## src/rtl/lp805x_sfrslave.sv

```systemverilog
// lp805x_sfrslave: SFR slave with R0 data, R1 unlock key, R2 sticky flags, R3 key-protected; bit access under LP805X_SFRSLAVE_BIT_EN.
// Latency: registered read response, exactly 1 cycle; reads and writes accepted every cycle.
// Backpressure: none; a non-hit response is all-zero so several slaves can be OR-combined.
module lp805x_sfrslave #(
    parameter logic [7:0]  BASE_ADDR      = 8'hC0,
    parameter int unsigned UNLOCK_TIMEOUT = 16
) (
    input  logic        clk,
    input  logic        rst,
    input  logic [28:0] sfr_bus,
    input  logic [7:0]  hw_flag_set,
    output logic [8:0]  sfr_rsp,
    output logic        rd_hit,
    output logic [7:0]  r0_q,
    output logic [7:0]  r3_q,
    output logic [7:0]  flags_q,
    output logic        unlocked
);

    typedef enum logic [1:0] {ST_LOCKED, ST_KEY1, ST_OPEN} state_t;

    localparam logic [7:0] TMO_LAST = 8'(UNLOCK_TIMEOUT - 1);

    state_t     r_state, w_state_nxt;
    logic [7:0] r_cnt, w_cnt_nxt;
    logic [7:0] r_r0, r_r2, r_r3;
    logic [8:0] r_rsp;
    logic       r_rd_hit;

    logic [7:0] w_wr_addr, w_rd_addr, w_data_in;
    logic       w_wr, w_rd, w_bit_in, w_wr_bit, w_rd_bit;
    logic       w_wr_blk, w_rd_blk, w_wr_hit, w_rd_byte;
    logic       w_wr_r0, w_wr_r1, w_wr_r2, w_wr_r3;
    logic       w_bit_wr, w_bit_rd, w_timeout;
    logic [7:0] w_r2_keep, w_rd_data;

    assign {w_wr_addr, w_rd_addr, w_data_in, w_wr, w_rd, w_bit_in, w_wr_bit, w_rd_bit} = sfr_bus;

    // BASE_ADDR is 8-aligned: the byte registers occupy offsets 0..3 of the 8-address block
    assign w_wr_blk  = (w_wr_addr[7:3] == BASE_ADDR[7:3]);
    assign w_rd_blk  = (w_rd_addr[7:3] == BASE_ADDR[7:3]);
    assign w_wr_hit  = w_wr && w_wr_blk && !w_wr_addr[2];
    assign w_rd_byte = w_rd && w_rd_blk && !w_rd_addr[2];
    assign w_wr_r0   = w_wr_hit && (w_wr_addr[1:0] == 2'd0);
    assign w_wr_r1   = w_wr_hit && (w_wr_addr[1:0] == 2'd1);
    assign w_wr_r2   = w_wr_hit && (w_wr_addr[1:0] == 2'd2);
    assign w_wr_r3   = w_wr_hit && (w_wr_addr[1:0] == 2'd3);
    assign w_r2_keep = w_wr_r2 ? w_data_in : 8'hFF;

`ifdef LP805X_SFRSLAVE_BIT_EN
    assign w_bit_wr = w_wr_bit && !w_wr && w_wr_blk;
    assign w_bit_rd = w_rd_bit && w_rd_blk && !w_rd_byte;
`else
    logic w_unused_bit_ctl;
    assign w_unused_bit_ctl = w_wr_bit | w_rd_bit;
    assign w_bit_wr = 1'b0;
    assign w_bit_rd = 1'b0;
`endif

    always_comb begin
        w_rd_data = 8'h00;
        case (w_rd_addr[1:0])
            2'd0:    w_rd_data = r_r0;
            2'd2:    w_rd_data = r_r2;
            2'd3:    w_rd_data = r_r3;
            default: w_rd_data = 8'h00;
        endcase
    end

    always_ff @(posedge clk) begin
        if (rst) begin
            r_r0     <= 8'h00;
            r_r2     <= 8'h00;
            r_r3     <= 8'h00;
            r_rsp    <= 9'h000;
            r_rd_hit <= 1'b0;
        end else begin
            if (w_wr_r0)
                r_r0 <= w_data_in;
            else if (w_bit_wr)
                r_r0[w_wr_addr[2:0]] <= w_bit_in;
            r_r2 <= (r_r2 & w_r2_keep) | hw_flag_set;
            if (w_wr_r3 && (r_state == ST_OPEN))
                r_r3 <= w_data_in;
            if (w_rd_byte)
                r_rsp <= {w_rd_data, 1'b0};
            else if (w_bit_rd)
                r_rsp <= {8'h00, r_r0[w_rd_addr[2:0]]};
            else
                r_rsp <= 9'h000;
            r_rd_hit <= w_rd_byte | w_bit_rd;
        end
    end

    always_ff @(posedge clk) begin
        if (rst) begin
            r_state <= ST_LOCKED;
            r_cnt   <= 8'h00;
        end else begin
            r_state <= w_state_nxt;
            r_cnt   <= w_cnt_nxt;
        end
    end

    // A key write always beats the timeout on the same cycle
    always_comb begin
        w_timeout   = (r_cnt == TMO_LAST);
        w_state_nxt = r_state;
        case (r_state)
            ST_LOCKED: if (w_wr_r1 && (w_data_in == 8'hAA)) w_state_nxt = ST_KEY1;
            ST_KEY1: begin
                if (w_wr_r1)        w_state_nxt = (w_data_in == 8'h55) ? ST_OPEN : ST_LOCKED;
                else if (w_timeout) w_state_nxt = ST_LOCKED;
            end
            ST_OPEN: begin
                if (w_wr_r1)                   w_state_nxt = (w_data_in == 8'hAA) ? ST_KEY1 : ST_LOCKED;
                else if (w_wr_r3 || w_timeout) w_state_nxt = ST_LOCKED;
            end
            default: w_state_nxt = ST_LOCKED;
        endcase
        // No transition leaves KEY1/OPEN in place, so any state change is an entry that reloads
        if ((w_state_nxt == ST_LOCKED) || (w_state_nxt != r_state))
            w_cnt_nxt = 8'h00;
        else
            w_cnt_nxt = r_cnt + 8'd1;
    end

    always_comb begin
        unlocked = (r_state == ST_OPEN);
    end

    assign sfr_rsp = r_rsp;
    assign rd_hit  = r_rd_hit;
    assign r0_q    = r_r0;
    assign r3_q    = r_r3;
    assign flags_q = r_r2;

endmodule

```

## config.mk

```make
export PLATFORM = sky130hd
export DESIGN_NAME = lp805x_sfrslave
export DESIGN_NICKNAME = d
export VERILOG_FILES = /design/src/rtl/lp805x_sfrslave.sv
export SDC_FILE = /design/constraint.sdc
export NUM_CORES = 1
export LEC_CHECK = 0
export CAP_MARGIN = 20
export CORE_MARGIN = 4
export CORE_UTILIZATION = 60
export DETAILED_ROUTE_END_ITERATION = 16
export DONT_BUFFER_PORTS = 1
export GPL_ROUTABILITY_DRIVEN = 0
export PLACE_DENSITY = 0.88
export SYNTH_ARGS = -nofsm -noshare
export SYNTH_HDL_FRONTEND = slang
export SYNTH_SLANG_ARGS = --single-unit
```

## constraint.sdc

```tcl
create_clock -name clk -period 1.75 [get_ports clk]
set_input_delay 0.35 -clock clk [delete_from_list [all_inputs] [get_ports clk]]
set_output_delay 0.35 -clock clk [all_outputs]
set_load 0.1 [all_outputs]
```

# Yosys cells after proc, flatten, opt, wreduce, memory -nomap -nowiden
# Index checks and enable logic that the tools add are counted.
[classes]
n_addsub = 1
n_eq_ne = 13
muxes = 10
n_bitwise = 3
n_reduce_logical = 20
[op_table]
columns = ["operator", "count"]
rows = [
  ["8-bit one-hot mux with 3 select lines", 1],
  ["2-bit two-way mux", 6],
  ["2-bit equality test (second input constant)", 5],
  ["5-bit equality test (second input constant)", 2],
  ["1-bit logical AND", 10],
  ["8-bit by 1-bit adder with 8-bit output (second input constant)", 1],
  ["8-bit bitwise AND", 1],
  ["8-bit by 4-bit equality test with 1-bit output (second input constant)", 1],
  ["8-bit by 7-bit equality test with 1-bit output (second input constant)", 1],
  ["8-bit equality test (second input constant)", 1],
  ["2-bit zero test", 4],
  ["8-bit two-way mux", 1],
  ["8-bit OR", 1],
  ["2-bit one-hot mux with 3 select lines", 1],
  ["2-bit by 1-bit equality test with 1-bit output (second input constant)", 2],
  ["2-bit OR reduction", 2],
  ["1-bit zero test", 2],
  ["1-bit logical OR", 2],
  ["2-bit inequality test", 1],
  ["1-bit two-way mux", 1],
  ["1-bit NOT", 1],
]
[word_totals]
regBits = 44
inputBits = 39
out_inout_bits = 35
word_cells = 55

# Depth between registers and ports, before layout
# Gate-level depths: netlist of the first run.
[depth]
word_depth = 11
depth_mapped = 6
ltp_nobuf = 5

# Worst setup path after synthesis of the first run
# OpenSTA, ideal clock, no wires.
[synth_timing]
path_type = "flip-flop to flip-flop"
startpoint = "register r_state[1]"
endpoint = "register r_state[1]"
setup_ps = 70
arrival_ps = 2019
required_ps = 1680
path_slack_ps = -339
stages_incl_launch_ff = 5
path_buffers = 0
synth_period_minus_slack_ps = 2089
path_cell_list = "dfxtp_1 inv_1 nor2_1 nand3_1 a21oi_1"
[synth_via]
elab_cells_between_ends = 9
cone_classes = "eq/ne: 2; mux: 6; reduce/logical: 1"
[synth_lines]
columns = ["element", "line_no", "text"]
rows = [
  ["start, declared", "24", "state_t r_state, w_state_nxt;"],
  ["start signal, assigned", "100", "r_state <= w_state_nxt;"],
  ["2-bit equality test", "n/a", ""],
  ["named net unlocked", "17", "output logic unlocked"],
  ["2-bit one-hot mux with 3 select lines", "109", "case (r_state)"],
]
# The timed path passes the listed nets, and every way through them passes these cells.
# A chain may end at the register's enable or synchronous reset.

# Final worst setup path of the first run
[layout_timing]
startpoint = "register r_state[1]"
endpoint = "output unlocked"
[layout_via]
elab_chain_len = 1
[layout_rtl]
columns = ["element", "line_no", "text"]
rows = [
  ["2-bit equality test", "129", "unlocked = (r_state == ST_OPEN);"],
  ["end, declared", "17", ""],
]
# No other way between the ends.

==> results.md, run 1 <==
* CTS tree: yes
* CTS Hold Bufs at 0
* Run status: finished, final reports clean
* Pwr per Cell Area at 760.7 nW/µm²
* Post-DP HPWL at 3594 µm
* # setup viols final at 0
* Drt pass-1 iters at 5
* Worst Tran Pin Value at 0.6482 ns
* Share of post-route cells with drive strength above 1 at 0.2687
* Commonest cells post-synth: dfxtp_1, nor2_1, mux2i_1
* Via count at 1595
* Yosys warns at 0
* Fill count at 187
* Num CTS Buffers at 5
* Layout area overhead at 19.54%
* Post-synthesis cell type count at 39
* Synthesized area per cell at 9.523 µm²
* Initial DRC Count at 69
* Row cnt at 19
* Worst-path cell chain: inv_1, nor2_2, buf_6
* Clock sinks at 43
* Fin nets at 267
* FFs w/ async S/R, synth at 0
* Post-DRT Antenna Nets at 0
* Leak at 0.9244 nW
* Final Max Tran Viols at 0
* Initial antenna violation count at 0
* Root Driver: clkbuf_4
* Final core occ at 0.7702
* Internal reg-to-reg setup slack at 0.06 ns
* Crit. End Element: output pin
* Worst EP required at 1.40 ns
* Vias in the first global route at 1738
* Final antenna diode count at 0
* Total gr overflow at 0
* Worst hold slack at 0.05076 ns
* Met1 Use GR at 0.2436
* Arr. time, crit path at 1.35 ns
* First-pass GRT wire length at 7866 µm
* CP delay by family, top: flip-flops
* Worst Path Max Fanout at 5
* Mapped cell area at 1838 µm²
* Clock Skews at 0.009581 ns
* Vias per cell at 6.182
* Largest cells by area after synthesis: dfxtp_1, mux2i_1, nor2_1, mux2_2, a22oi_1
* Per-cell routed wire length at 18.55 µm
* Crit Path Class: register to output pin
* Initial Utilization at 0.6443
* Cell taking the most area after synthesis: dfxtp_1
* Die height at 63.35 µm
* Worst-path clk slew at 0.12 ns
* Final min period at 1.696 ns
* Met3 Use GR at 0.08171
* Grt peak-use layer: met2
* Peak Freq at 589.6 MHz
* Slew headroom at 0.5663
* Hold/Removal Path Class: input port to register
* FF/Latch Area at 860.8 µm²
* CP peak stage delay at 0.47 ns
* VDD IR-drop max at 0.0006735 V
* Share of the synthesized area in the top cell type at 0.4683
* Met2 Usage GRT at 0.4498
* Worst skew pair latency at 0.35 ns
* CP max stage cell: dfxtp_1
* Count leader, synth: dfxtp_1
* Total track usage at 0.2474
* Largest net degree at the start of global routing at 29
* Synth Net Count at 233
* Post-CTS setup buffers at 0
* Max H-tree Level at 2
* I/O pin count at 74
* WL final at 4787 µm
* Area of the multi-input gates at 929.6 µm²
* Mapped Cells at 193
* EDFF count, synth at 0
* Max-cap violations at 0
* Port Buffers at 0
* Final hold viol count at 0
* Main flop type after synthesis: dfxtp_1
* Core Area at 2853 µm²
* Chip Width at 63.35 µm
* Worst Path Buf+Inv at 2
* Part of the Yosys area used for sequential elements at 0.4683
* Drc violations at 0
* Synthesis-stage register bit count at 43
* Clk buf depth at 2
* CP Launch Type: register
* Die ar. at 4013 µm²
* Period utilisation layout at 0.9692
## metal layers
metal  vias to the layer above  wire length, µm
li1                        739                -
met1                       773             1766
met2                        70             2528
met3                        13              372
met4                         0              119
met5                         -                0
## report_power, final
part           switching, W  total (W)  internal (W)
sequential       0.00000745   0.000999      0.000992
clock              0.000300   0.000486      0.000186
combinational      0.000139   0.000186     0.0000468
total              0.000446    0.00167       0.00123
## state kept, by name, indices dropped and copies added (netlist names)
| name | cells |
|---|---|
| flags_q | 8 |
| r0_q | 8 |
| r3_q | 8 |
| r_cnt | 8 |
| r_state | 2 |
| rd_hit | 1 |
| sfr_rsp | 8 |
## stage by stage
stage,TNS (ns),cell area [µm²],std cells,setup WS [ns],total power [W]
after floorplan,0,1841,193,0.1656,0.001192
after global placement,0,2101,251,0.1353,0.001202
after detailed placement,-0.08512,2101,251,-0.02594,0.001207
after CTS,0,2158,258,0.04267,0.001672
after global routing,-0.2420,2197,258,-0.04862,0.001727
final,0,2197,258,0.05386,0.001671
## placed cells by master, fill, tap and decap left out, types with 4 or more instances in the layout
cell type and count:
a21oi_1 10, a22oi_1 8, buf_4 34, clkbuf_4 5, dfxtp_1 43, inv_1 12
mux2_2 8, mux2i_1 16, nand2_1 4, nand3_1 5, nor2_1 35, o21ai_0 8
xnor2_1 4
## path summary, 6_finish.rpt
path	to	from	cells past startpoint
setup / recovery	unlocked	r_state[1]	3
hold / removal	r3_q[1]	rst	1
setup reg to reg	r_cnt[3]	r_cnt[5]	4
hold reg to reg	r_cnt[0]	r_cnt[0]	1
## final cells by class
cell class	count	share of cell area
Inverter	12	0.02050
Clock inverter	1	0.002278
Clock buffer	6	0.02335
Sequential cell	43	0.3918
Timing Repair Buffer	35	0.1213
Multi-Input combinational cell	130	0.4231
Tap cell	31	0.01765
## kinds of logic (layout without fill, tap and decap cells)
family	Yosys count	count (layout)	synth area share
adder cells (fa/ha/maj)	1	1	0.006806
buffers and inverters	20	54	0.04697
multiplexers	24	24	0.1361
other	1	1	0.002040
AO/OA/AOI/OAI	30	30	0.1042
AND/OR/NAND/NOR	68	68	0.2070
XOR/XNOR	6	6	0.02859
flip-flops	43	43	0.4683
## timing repair
item / CTS / global route
setup endpoints to repair: 8 / 8
endpoints found under the hold margin: 0 / 0
resized for setup: 1 / 5
pin swaps: 0 / 1
## worst reg2reg max path, delay by kind of cell, from the launching register on
kind	cells	cell delay (ns)
AND/OR/NAND/NOR	3	0.85
flip-flops	1	0.38
AO/OA/AOI/OAI	1	0.35
(Power assumes the default switching activity.)
==> inputs of run 2 (changes only) <==
--- a/config.mk
+++ b/config.mk
@@ -5,12 +5,14 @@
 export SDC_FILE = /design/constraint.sdc
 export NUM_CORES = 1
 export LEC_CHECK = 0
+export ABC_CLOCK_PERIOD_IN_PS = 1750
 export CAP_MARGIN = 20
 export CORE_MARGIN = 4
 export CORE_UTILIZATION = 60
 export DETAILED_ROUTE_END_ITERATION = 16
 export DONT_BUFFER_PORTS = 1
 export GPL_ROUTABILITY_DRIVEN = 0
+export GPL_TIMING_DRIVEN = 0
 export PLACE_DENSITY = 0.88
 export SYNTH_ARGS = -nofsm -noshare
 export SYNTH_HDL_FRONTEND = slang
==> run 2 against run 1 <==
Effect of this change: die area stayed put; critical path depth decreased by 3; register-to-register slack better by 0.04 ns; total power shrank 0.48%; final area decreased by 9.9%; combinational power decreased by 52%; global-route usage shrank 1.8 points.
==> results.md, run 2 (synthesized netlist as in run 1, its figures left out) <==
* Port Buffers at 0
* Post-DP HPWL at 3425 µm
* Crit. End Element: output pin
* Worst Tran Pin Value at 1.021 ns
* Worst skew pair latency at 0.36 ns
* Pwr per Cell Area at 840.3 nW/µm²
* Clock Skews at 0.007321 ns
* Share of post-route cells with drive strength above 1 at 0.2289
* Worst EP required at 1.40 ns
* Vias in the first global route at 1500
* Clock sinks at 43
* Leak at 0.7599 nW
* Peak Freq at 577.7 MHz
* Worst-path clk slew at 0.12 ns
* Num CTS Buffers at 5
* CTS tree: yes
* Largest net degree at the start of global routing at 14
* Final min period at 1.731 ns
* Worst Path Max Fanout at 3
* Clk buf depth at 2
* Die ar. at 4013 µm²
* Max-cap violations at 0
* Max H-tree Level at 2
* Via count at 1479
* Cell area after layout at 1979 µm²
* Run status: finished, final reports clean
* Final Max Tran Viols at 0
* Final antenna diode count at 0
* CTS Hold Bufs at 0
* Post-DRT Antenna Nets at 0
* Core Area at 2853 µm²
* Layout area overhead at 7.692%
* Most common cell after layout, fill and taps aside: nor2_1
* Hold/Removal Path Class: input port to register
* VDD IR-drop max at 0.0005613 V
* Initial DRC Count at 62
* Row cnt at 19
* Initial Utilization at 0.6443
* CP Launch Type: register
* Post-DP Area at 1879 µm²
* Vias per cell at 6.375
* Arr. time, crit path at 1.38 ns
* Slew headroom at 0.3184
* Final hold viol count at 0
* Drt pass-1 iters at 4
* First-pass GRT wire length at 7217 µm
* Crit Path Class: register to output pin
* Chip Width at 63.35 µm
* WL final at 4479 µm
* Period utilisation layout at 0.9891
* Root Driver: clkbuf_4
* Total gr overflow at 0
* Drc violations at 0
* Die height at 63.35 µm
* # setup viols final at 0
* Per-cell routed wire length at 19.31 µm
* Most frequent cells in the layout: nor2_1, dfxtp_1, mux2i_1, dfxtp_2, inv_1
* I/O pin count at 74
* Worst hold slack at 0.04966 ns
* Total track usage at 0.2295
* Initial antenna violation count at 0
* Fin nets at 240
* Fill count at 225
run 2: metrics by stage:
stage | setup WS, ns | setup TNS [ns] | cells | total power (W) | util
floorplan | 0.1656 | 0 | 193 | 0.001192 | -
global placement | 0.08009 | 0 | 224 | 0.001207 | 0.6588
detailed placement | -0.03766 | -0.1460 | 224 | 0.001211 | 0.6588
CTS | -0.02229 | -0.02229 | 232 | 0.001665 | 0.6798
global route | -0.002844 | -0.003359 | 232 | 0.001740 | 0.6939
finish | 0.01902 | 0 | 232 | 0.001663 | 0.6939
run 2: final timing paths:
kind	from	end	slack [ns]	cells past startpoint
min reg2reg	r_cnt[0]	r_cnt[0]	0.46	1
min	sfr_bus[15]	rd_hit	0.05	1
max	r0_q[2]	r0_q[2]	0.02	0
max reg2reg	r_cnt[5]	r_cnt[5]	0.10	4
run 2: repair_timing:
item	CTS	global route
endpoints found under the setup margin	10	25
buffers inserted	0	0
pin swaps	0	1
resized for setup	2	21
run 2: power by group:
part            total, W  switching [W]  internal (W)
combinational  0.0000896      0.0000549     0.0000347
clock           0.000475       0.000320      0.000155
sequential       0.00110       0.000109      0.000990
total            0.00166       0.000483       0.00118
run 2: final cells by class:
cell class	count	area [µm²]	share of cell area
Multi-Input combinational cell	130	915.9	0.4627
Sequential cell	43	884.6	0.4469
Inverter	12	45.04	0.02276
Clock buffer	6	41.29	0.02086
Buffer	8	41.29	0.02086
Tap cell	31	38.79	0.01960
Clock inverter	2	12.51	0.006321
run 2: worst reg2reg max path: stages (launching register included):
cell,delay [ns]
dfxtp_1,0.37
nor4_1,0.48
nand2_1,0.22
a32oi_4,0.38
nor2_1,0.09
run 2: metal layers:
layer  vias to the layer above  global-route usage  part of all wire  routed length (µm)
met4                         0             0.09973             0.017                  76
met3                        10             0.09236             0.088                 392
met2                        60              0.3924              0.53                2353
met1                       726              0.2483              0.37                1656
li1                        683                   -                 -                   -
met5                         -                   0                 0                   0
